$ cat src/rtl/dpram_arb_pkg.sv
// Shared types and default widths for the dual-port RAM port arbiter.
// Structs carry maximum-width fields so any legal parameterisation fits.
package dpram_arb_pkg;

    localparam int NUM_REQ_DEF    = 4;
    localparam int DATA_WIDTH_DEF = 8;
    localparam int ADDR_WIDTH_DEF = 4;
    localparam int WR_LATENCY_DEF = 1;
    localparam int RD_LATENCY_DEF = 1;
    localparam int MAX_ID_WIDTH   = 3;
    localparam int MAX_ADDR_WIDTH = 16;

    typedef enum logic [1:0] {
        RUN   = 2'd0,
        DRAIN = 2'd1,
        HALT  = 2'd2
    } arb_state_e;

    typedef struct packed {
        logic                      valid;
        logic [MAX_ID_WIDTH-1:0]   id;
    } rd_pipe_t;

    typedef struct packed {
        logic                      valid;
        logic [MAX_ADDR_WIDTH-1:0] addr;
    } wr_track_t;

endpackage

$ cat src/rtl/rr_priority_arbiter.sv
// Combinational round-robin search: first eligible requester at or after ptr.
// The pointer register itself lives in the parent.
module rr_priority_arbiter #(
    parameter int NUM_REQ  = 4,
    parameter int ID_WIDTH = $clog2(NUM_REQ)
) (
    input  logic [NUM_REQ-1:0]  eligible,
    input  logic [ID_WIDTH-1:0] ptr,
    output logic [NUM_REQ-1:0]  gnt,
    output logic [ID_WIDTH-1:0] next_ptr
);

    int   idx;
    logic found;

    // Rotating priority search; pointer holds when nothing is granted
    always_comb begin
        gnt      = {NUM_REQ{1'b0}};
        next_ptr = ptr;
        found    = 1'b0;
        idx      = 0;
        for (int i = 0; i < NUM_REQ; i++) begin
            idx = ((int'(ptr) + i) >= NUM_REQ) ? (int'(ptr) + i - NUM_REQ) : (int'(ptr) + i);
            if (!found && eligible[idx]) begin
                gnt[idx] = 1'b1;
                next_ptr = (idx == NUM_REQ - 1) ? {ID_WIDTH{1'b0}} : ID_WIDTH'(idx + 1);
                found    = 1'b1;
            end else begin
                found    = found;
            end
        end
    end

endmodule

$ cat src/rtl/dpram_port_arbiter.sv
// Round-robin arbiter sharing one RAM port among NUM_REQ requesters, with drain/halt.
// DPRAM_ARB_RAW_STALL_EN compiles in the write tracker that stalls reads hitting recent writes.
module dpram_port_arbiter
    import dpram_arb_pkg::*;
#(
    parameter int NUM_REQ    = NUM_REQ_DEF,
    parameter int DATA_WIDTH = DATA_WIDTH_DEF,
    parameter int ADDR_WIDTH = ADDR_WIDTH_DEF,
    parameter int WR_LATENCY = WR_LATENCY_DEF,
    parameter int RD_LATENCY = RD_LATENCY_DEF,
    parameter int ID_WIDTH   = $clog2(NUM_REQ)
) (
    input  logic                          clk,
    input  logic                          rst,
    input  logic [NUM_REQ-1:0]            i_req,
    input  logic [NUM_REQ-1:0]            i_we,
    input  logic [NUM_REQ*ADDR_WIDTH-1:0] i_addr,
    input  logic [NUM_REQ*DATA_WIDTH-1:0] i_din,
    output logic [NUM_REQ-1:0]            o_gnt,
    output logic                          o_mem_en,
    output logic                          o_mem_we,
    output logic [ADDR_WIDTH-1:0]         o_mem_addr,
    output logic [DATA_WIDTH-1:0]         o_mem_din,
    input  logic [DATA_WIDTH-1:0]         i_mem_rdata,
    output logic [NUM_REQ-1:0]            o_rvalid,
    output logic [DATA_WIDTH-1:0]         o_rdata,
    input  logic                          i_drain,
    output logic                          o_idle
);

    arb_state_e            state;
    arb_state_e            state_next;
    logic [ID_WIDTH-1:0]   ptr;
    logic [ID_WIDTH-1:0]   ptr_next;
    logic [ID_WIDTH-1:0]   port_id;
    logic [ID_WIDTH-1:0]   gnt_idx;
    logic [NUM_REQ-1:0]    blocked;
    logic [NUM_REQ-1:0]    eligible;
    logic [NUM_REQ-1:0]    gnt;
    logic                  gnt_any;
    logic                  grant_allowed;
    logic                  pipe_busy;
    logic                  trk_busy;
    rd_pipe_t              rd_pipe [RD_LATENCY];

`ifdef DPRAM_ARB_RAW_STALL_EN
    wr_track_t             wr_track [WR_LATENCY];
    logic [ADDR_WIDTH-1:0] req_addr;
    logic                  hit;

    // Read-after-write hazard: compare each read against the port write and tracker
    always_comb begin
        blocked  = {NUM_REQ{1'b0}};
        req_addr = {ADDR_WIDTH{1'b0}};
        hit      = 1'b0;
        trk_busy = o_mem_en && o_mem_we;
        for (int i = 0; i < WR_LATENCY; i++) begin
            trk_busy = trk_busy || wr_track[i].valid;
        end
        for (int k = 0; k < NUM_REQ; k++) begin
            req_addr = i_addr[k*ADDR_WIDTH +: ADDR_WIDTH];
            hit      = o_mem_en && o_mem_we && (o_mem_addr == req_addr);
            for (int i = 0; i < WR_LATENCY; i++) begin
                hit = hit || (wr_track[i].valid &&
                              (wr_track[i].addr == MAX_ADDR_WIDTH'(req_addr)));
            end
            blocked[k] = !i_we[k] && hit;
        end
    end

    // Write tracker shifts each port write through the commit window
    always_ff @(posedge clk) begin
        if (rst) begin
            for (int i = 0; i < WR_LATENCY; i++) begin
                wr_track[i] <= '0;
            end
        end else begin
            wr_track[0] <= {o_mem_en && o_mem_we, MAX_ADDR_WIDTH'(o_mem_addr)};
            for (int i = 1; i < WR_LATENCY; i++) begin
                wr_track[i] <= wr_track[i-1];
            end
        end
    end
`else
    assign blocked  = {NUM_REQ{1'b0}};
    assign trk_busy = 1'b0;
`endif

    assign grant_allowed = (state == RUN) && !i_drain && !rst;
    assign eligible      = i_req & ~blocked & {NUM_REQ{grant_allowed}};

    rr_priority_arbiter #(
        .NUM_REQ  (NUM_REQ),
        .ID_WIDTH (ID_WIDTH)
    ) u_rr (
        .eligible (eligible),
        .ptr      (ptr),
        .gnt      (gnt),
        .next_ptr (ptr_next)
    );

    assign o_gnt   = gnt;
    assign gnt_any = |gnt;

    // Encode the one-hot grant into an index
    always_comb begin
        gnt_idx = {ID_WIDTH{1'b0}};
        for (int k = 0; k < NUM_REQ; k++) begin
            gnt_idx = gnt_idx | (gnt[k] ? ID_WIDTH'(k) : {ID_WIDTH{1'b0}});
        end
    end

    // Register the granted command onto the memory port
    always_ff @(posedge clk) begin
        if (rst) begin
            o_mem_en   <= 1'b0;
            o_mem_we   <= 1'b0;
            o_mem_addr <= {ADDR_WIDTH{1'b0}};
            o_mem_din  <= {DATA_WIDTH{1'b0}};
            port_id    <= {ID_WIDTH{1'b0}};
        end else if (gnt_any) begin
            o_mem_en   <= 1'b1;
            o_mem_we   <= i_we[gnt_idx];
            o_mem_addr <= i_addr[int'(gnt_idx)*ADDR_WIDTH +: ADDR_WIDTH];
            o_mem_din  <= i_din[int'(gnt_idx)*DATA_WIDTH +: DATA_WIDTH];
            port_id    <= gnt_idx;
        end else begin
            o_mem_en   <= 1'b0;
            o_mem_we   <= 1'b0;
        end
    end

    // Read pipe tracks the owner of each read until its data returns
    always_ff @(posedge clk) begin
        if (rst) begin
            for (int i = 0; i < RD_LATENCY; i++) begin
                rd_pipe[i] <= '0;
            end
        end else begin
            rd_pipe[0] <= {o_mem_en && !o_mem_we, MAX_ID_WIDTH'(port_id)};
            for (int i = 1; i < RD_LATENCY; i++) begin
                rd_pipe[i] <= rd_pipe[i-1];
            end
        end
    end

    // A read still on the port counts as in flight
    always_comb begin
        pipe_busy = o_mem_en && !o_mem_we;
        for (int i = 0; i < RD_LATENCY; i++) begin
            pipe_busy = pipe_busy || rd_pipe[i].valid;
        end
    end

    // Response routing from the pipe head
    always_comb begin
        o_rvalid = {NUM_REQ{1'b0}};
        for (int k = 0; k < NUM_REQ; k++) begin
            o_rvalid[k] = rd_pipe[RD_LATENCY-1].valid &&
                          (rd_pipe[RD_LATENCY-1].id == MAX_ID_WIDTH'(k));
        end
    end

    assign o_rdata = i_mem_rdata;
    assign o_idle  = (state == HALT);

    // Drain/halt state transitions
    always_comb begin
        case (state)
            RUN:     state_next = i_drain ? DRAIN : RUN;
            DRAIN:   state_next = (!pipe_busy && !trk_busy) ? HALT : DRAIN;
            HALT:    state_next = i_drain ? HALT : RUN;
            default: state_next = RUN;
        endcase
    end

    // State and round-robin pointer registers
    always_ff @(posedge clk) begin
        if (rst) begin
            state <= RUN;
            ptr   <= {ID_WIDTH{1'b0}};
        end else begin
            state <= state_next;
            ptr   <= ptr_next;
        end
    end

endmodule

$ cat config.mk
export PLATFORM = sky130hd
export DESIGN_NAME = dpram_port_arbiter
export DESIGN_NICKNAME = d
export VERILOG_FILES = /design/src/rtl/dpram_arb_pkg.sv /design/src/rtl/rr_priority_arbiter.sv /design/src/rtl/dpram_port_arbiter.sv
export SDC_FILE = /design/constraint.sdc
export NUM_CORES = 1
export LEC_CHECK = 0
export ABC_AREA = 0
export CORE_MARGIN = 2
export CORE_UTILIZATION = 30
export CTS_BUF_LIST = sky130_fd_sc_hd__clkbuf_4
export DETAILED_ROUTE_END_ITERATION = 8
export PLACE_DENSITY_LB_ADDON = 0.2
export SYNTH_ARGS = -nofsm -noshare
export SYNTH_HDL_FRONTEND = slang
export SYNTH_SLANG_ARGS = --single-unit
$ cat constraint.sdc
create_clock -name clk -period 3.5 [get_ports clk]
set_clock_uncertainty 0.1 [all_clocks]
set_input_delay 0.7 -clock clk [delete_from_list [all_inputs] [get_ports clk]]
set_output_delay 0.7 -clock clk [all_outputs]
set_load 0.01 [all_outputs]
# --- Word-level counts from Yosys, hierarchy flattened ---
# Memory sizes are Yosys's and may differ from the RTL's.
# Cells that the tools add are included.
totals:
  reg_bits: 20
  latch_bits: 0
  mem_bits_rw: 3
  romBits: 0
  in_bits: 67
  wordCells: 131
  n_memories: 1
mem_list:
  columns: ["name", "depth", "width", "rd", "rd_ports_with_merged_regs", "write_ports", "line_no", "text"]
  rows:
  - ["rd_pipe", 1, 3, 1, 0, 1, "dpram_port_arbiter.sv:44", "rd_pipe_t rd_pipe [RD_LATENCY];"]
classes:
  add_sub_neg: 11
  mul: 0
  div: 0
  order_cmp: 13
  eq_ne: 9
  shifts: 2
  n_mux: 54
  bitwise_logic: 7
  n_reduce_logical: 27
ops:
  columns: ["cell", "n"]
  rows:
  - ["$eq 32x3->1 const B", 4]
  - ["$ge 32x1->1 const B", 4]
  - ["$lt 32x4->1 const B", 4]
  - ["$mux 32", 4]
  - ["$ge 32x4->1 const B", 3]
  - ["$sub 32x4->32 const B", 3]
  - ["$shiftx 32x6->8", 1]
  - ["$mux 2", 12]
  - ["$mux 1", 23]
  - ["$mux 4", 4]
  - ["$shiftx 16x5->4", 1]
  - ["$logic_and 1x1->1", 14]
  - ["$or 4x4->4", 3]
  - ["$bmux 1 s2", 5]
  - ["$add 2x2->2 const B", 4]
  - ["$demux 1 s2", 4]
  - ["$add 2x2->3 const B", 2]
  - ["$eq 3x2->1 const B", 2]
  - ["$logic_not 1->1", 6]
  - ["$pmux 2 s3", 1]
  - ["$and 4x4->4", 1]
  - ["$reduce_bool 4->1", 1]
  - ["$reduce_or 4->1", 1]
  - ["$sub 2x3->4 const B", 1]
  - ["other kinds (15)", 15]

# --- Longest topological paths before layout ---
logic_depth:
  depth_word: 22
  mapped_depth: 14
  mapped_depth_nobuf: 10

# --- Cells and area by module ---
# Synthesis repeated with hierarchy kept, for this count alone.
unflattened:
  cells_unflattened: 230
  area_unflattened_um2: 2034.5
modules_own_cells:
  columns: ["module", "n_inst", "cells_per_inst", "area_each_um2", "seq_area_each_um2"]
  rows:
  - ["dpram_port_arbiter", 1, 168, 1492.7, 460.4]
  - ["rr_priority_arbiter", 1, 62, 541.8, 0.0]

# --- Worst setup path after synthesis ---
# OpenSTA, ideal clock, no wires.
synth_path:
  kind: "register to output"
  startpoint: "register ptr[0]"
  endpoint: "output port o_gnt[1]"
  t_arrival_ps: 2671
  t_required_ps: 2700
  setup_slack_ps: 29
  path_stages_with_launch: 12
  n_path_buf: 4
  cell_sequence: "dfxtp_1 buf_6 buf_2 inv_1 ha_1 buf_6 mux2_2 or4_4 a21oi_4 a22oi_2 inv_4 buf_6"
synth_via:
  elab_chain_len: 15
synth_rtl:
  columns: ["item", "line_no", "text"]
  rows:
  - ["start: declaration", "dpram_port_arbiter.sv:33", "logic [ID_WIDTH-1:0] ptr;"]
  - ["start signal: assignment", "dpram_port_arbiter.sv:181", "ptr <= {ID_WIDTH{1'b0}};"]
  - ["start signal: assignment", "dpram_port_arbiter.sv:184", "ptr <= ptr_next;"]
  - ["branches (longest 14 deep; another with $sub 32x4->32)", null, null]
  - ["$mux 4 (*)", "rr_priority_arbiter.sv:24", "if (!found && eligible[idx]) begin"]
  - ["end: declaration", "dpram_port_arbiter.sv:19", "output logic [NUM_REQ-1:0] o_gnt,"]
# Every way passes the cells marked *. The select of a mux whose other input is x is not followed.

# --- Worst setup path after layout ---
layout_path:
  startpoint: "register ptr[0]"
  endpoint: "output port o_gnt[2]"
# The elaborated chain is that of the path after synthesis.

==> results summary <==
The end-of-flow core utilization is 0.487. The number of H-tree levels came out at 1. The startpoint of the worst-slack reg-to-reg timing path is ptr[0]. The required arrival time at the worst endpoint came out at 2.70 ns. The overall overflow remaining after global route is 0.

The average detailed-routed wire length per instance came out at 14.1 um. The final non-filler cell total is 398. The starting density of the core is 0.312. In this run the deepest clock path goes through 2 buffers.

The tree is rooted in a clkbuf_4. The routing usage on met2 came out at 0.265. The leakage power summed over all cells came out at 1.22 nW. The run finished with clean final reports. The clock-pin slew on the worst setup and hold paths came out at 0.13 ns. The met1 track demand over resource in global routing came out at 0.200. The cell area after placement came out at 3040 um2. The worst setup path is captured at an output pin. In this run, placement finished with an instance count of 390. The count of distinct cell types in the synthesized netlist is 52. The core region area is 6390 um2. Across all register-to-register paths, the minimum setup slack is 0.40 ns. The maximum number of pins on one net before global-route repair came out at 19. For the pin with the worst max-slew slack, the measured transition is 0.557 ns.

The biggest area contributor in the post-synthesis netlist is dfxtp_1. The endpoint identified for the worst register-to-register timing path is o_mem_din[3]. The worst setup path is of the reg2out kind. The horizontal die dimension is 85.5 um. The critical path runs through a total of 9 cells.

Buffers placed on the I/O ports in this run total 81. The minimum clock period came out at 3.36 ns. The count of nets after finishing came out at 396. The area of the die is 7310 um2. The synthesis-to-layout area growth is 56.2%. During synthesis, Yosys emitted a total of 0 warnings. Traced cell by cell, the critical path runs through inv_1 -> ha_4 -> mux2_2 -> or4_4 -> a21oi_4 -> buf_6 -> buf_4 -> a21o_1 -> buf_2. In this design, the largest share of critical-path delay is due to simple AND/OR/NAND/NOR gates.

The final cell area excluding filler cells came out at 3110 um2. The number of pins exceeding their max-slew limit in the final report is 0. The met3 demand-to-capacity share in global routing is 0.0477. The synthesized netlist occupies a cell area of 1990 um2. Yosys attributes the largest share of cell area to dfxtp_1, a21oi_1, o221ai_2. The clock net sink count came out at 23.

The final-report hold violation count came out at 0. After global routing, the most crowded layer is met2. The highest achievable clock rate is 0.297 GHz. The worst min-delay path class is reg2reg.

The worst voltage drop across the vdd grid is 0.000192 V. The worst slew margin relative to its limit came out at 0.628. The share of flip-flops with an asynchronous set or reset after synthesis is 0. The number of endpoints failing setup at the final stage is 0. The count of mapped cells out of synthesis came out at 214. In the synthesized netlist the dominant register cell turns out to be dfxtp_1. The ratio of routed vias to standard cells is 4.99. For this run, design rule violations remaining after detail routing come to 0.

For the final routed database, the setup TNS stands at 0 ns. The number of synthesized register bits is 23. The mean area per synthesized cell is 9.31 um2. The total I/O pin count came out at 98. The share of post-route cells with drive strength above 1 came out at 0.302. The fraction of post-synthesis cell area in the top cell type by area is 0.231.

In this run the worst setup path begins at ptr[0]. The wire length of the first global-routing pass is 9330 um. The portion of the post-synthesis area used by sequential elements came out at 0.231.

Max-cap violations in this run came to 0. The number of global-route vias before repair came out at 2006. The number of buffers and inverters on the critical path is 4. The number of antenna diodes came out at 0. The net count after synthesis is 288. The number of DRC markers after the initial detailed-route iteration is 54. In this design, the stage delay of the slowest critical-path cell is 0.51 ns. The slowest stage of the critical path belongs to the cell or4_4.

In this run, CTS created clock tree buffers numbering 3. The initial antenna violation count is 0. The floorplan die height came out at 85.5 um.

The hold path startpoint is port_id[0]. The standard-cell row count came out at 29. The post-detailed-placement half-perimeter wirelength came out at 4520 um.

In this run the power density over the cells is 401 nW/um2. The overall routing resource usage came out at 0.156. The data arrival time at the worst-slack endpoint is 2.56 ns. The total number of vias came out at 1987.

Of all nets on the critical path, the largest fanout is 5. In this run, post-CTS hold repair placed 0 buffers. Counting cells, the worst reg-to-reg path comes to 13.

The critical path ends at o_gnt[2]. Of the available clock period, the critical path in the final layout requires 0.961. Setup repair after global routing left no endpoint under its margin. TritonCTS built the clock tree. The total routed wirelength is 5630 um. The pre-antenna-repair detailed-routing pass consisted of 4 iterations. The number of enable flip-flop cells after synthesis is 0. The worst setup path is launched from a flop. The routability congestion estimate from global placement is 0.821. The final antenna-violating net count came out at 0. The final-layout worst hold slack is 0.358 ns. The insertion delay of the later-clocked pin in the worst-skew pair is 0.31 ns.
layout by cell type (no fill, tap or decap), drive strengths merged, types with 4 or more instances in the layout:
cell type      netlist  final
o22a                10     10
mux4                 4      4
nand3b               4      4
o221ai              12     12
a21oi               33     33
nand2b              14     14
clkdlybuf4s50        0     71
clkbuf               0      5
nand2               12     12
mux2i                4      4
buf                 22     46
ha                   7      7
nor2                10     10
inv                 11     11
or2                  4      4
o21ai                5      5
dfxtp               23     23
layout make-up:
cell class / instances / area, um2
clock inverters: 1 / 5.00
well taps: 77 / 96.3
clock buffers: 3 / 22.5
inverters: 11 / 43.8
fillers: 640 / 3280
multi-input cells: 158 / 1330
repair buffers: 125 / 1150
flip-flops and latches: 23 / 463
synth_stat cells (2+ instances only):
library cell	count
mux4_2	2
o21ai_0	4
nand3b_1	4
o22a_1	4
nor2b_1	3
a21o_1	2
nand2_1	12
and3_1	2
or2_2	4
a21oi_1	26
buf_2	6
o31ai_1	3
nor3b_1	2
dfxtp_1	23
buf_6	6
buf_4	9
mux2i_1	4
nand4_1	2
inv_1	9
o221ai_2	8
ha_1	7
a21oi_2	6
o22a_2	6
a22oi_1	2
or4_4	2
mux4_1	2
nor2_1	10
mux2_2	2
nand2b_1	14
o221ai_1	4
o2111ai_1	2
and2_1	2
cell families after synthesis:
kind of cell | share of synthesized area
buf+inv | 0.112
fa+ha+maj | 0.0440
simple gates | 0.179
flops | 0.231
mux | 0.0861
compound gates | 0.347
how the worst min path moves through the flow:
stage | end | depth (start not counted)
after floorplan | port_id[0] | 2
after global placement | port_id[0] | 2
after detailed placement | port_id[0] | 2
after CTS | port_id[0] | 2
after global routing | port_id[0] | 2
final | port_id[0] | 2
routing by layer:
| metal | wire [um] | vias up |
|---|---|---|
| met5 | 0 | - |
| met4 | 25 | 0 |
| met3 | 423 | 4 |
| met2 | 2640 | 58 |
| met1 | 2530 | 913 |
| li1 | - | 1012 |
stage by stage:
stage / setup slack (ns) / total power, mW
after detailed placement: -0.386 / 1.13
after global routing: 0.00899 / 1.34
after floorplan: 0.0287 / 0.797
after CTS: -0.119 / 1.25
final: 0.138 / 1.25
after global placement: -0.391 / 1.13
flip-flops by register name, indices dropped and copies added, names as in the netlist:
signal,count
state,2
rd_pipe,3
o_mem_en,1
o_mem_addr,4
o_mem_we,1
ptr,2
o_mem_din,8
port_id,2
what timing repair did:
action                                  CTS  global route
endpoints found under the setup margin    4             4
setup buffers                             4             0
endpoints found under the hold margin     0             0
pin swaps                                 2             3
gates resized for setup                  15            11
worst min-delay path, cell delays in order (launching register included):
cell and delay, ns:
dfxtp_1 0.33, nand2_1 0.05, a21oi_1 0.05
power by group:
part / internal (mW) / switching (mW)
clock network: 0.0427 / 0.0797
registers: 0.326 / 0.0405
logic: 0.421 / 0.335
total: 0.790 / 0.456
Power figures use the tool's default switching activity.
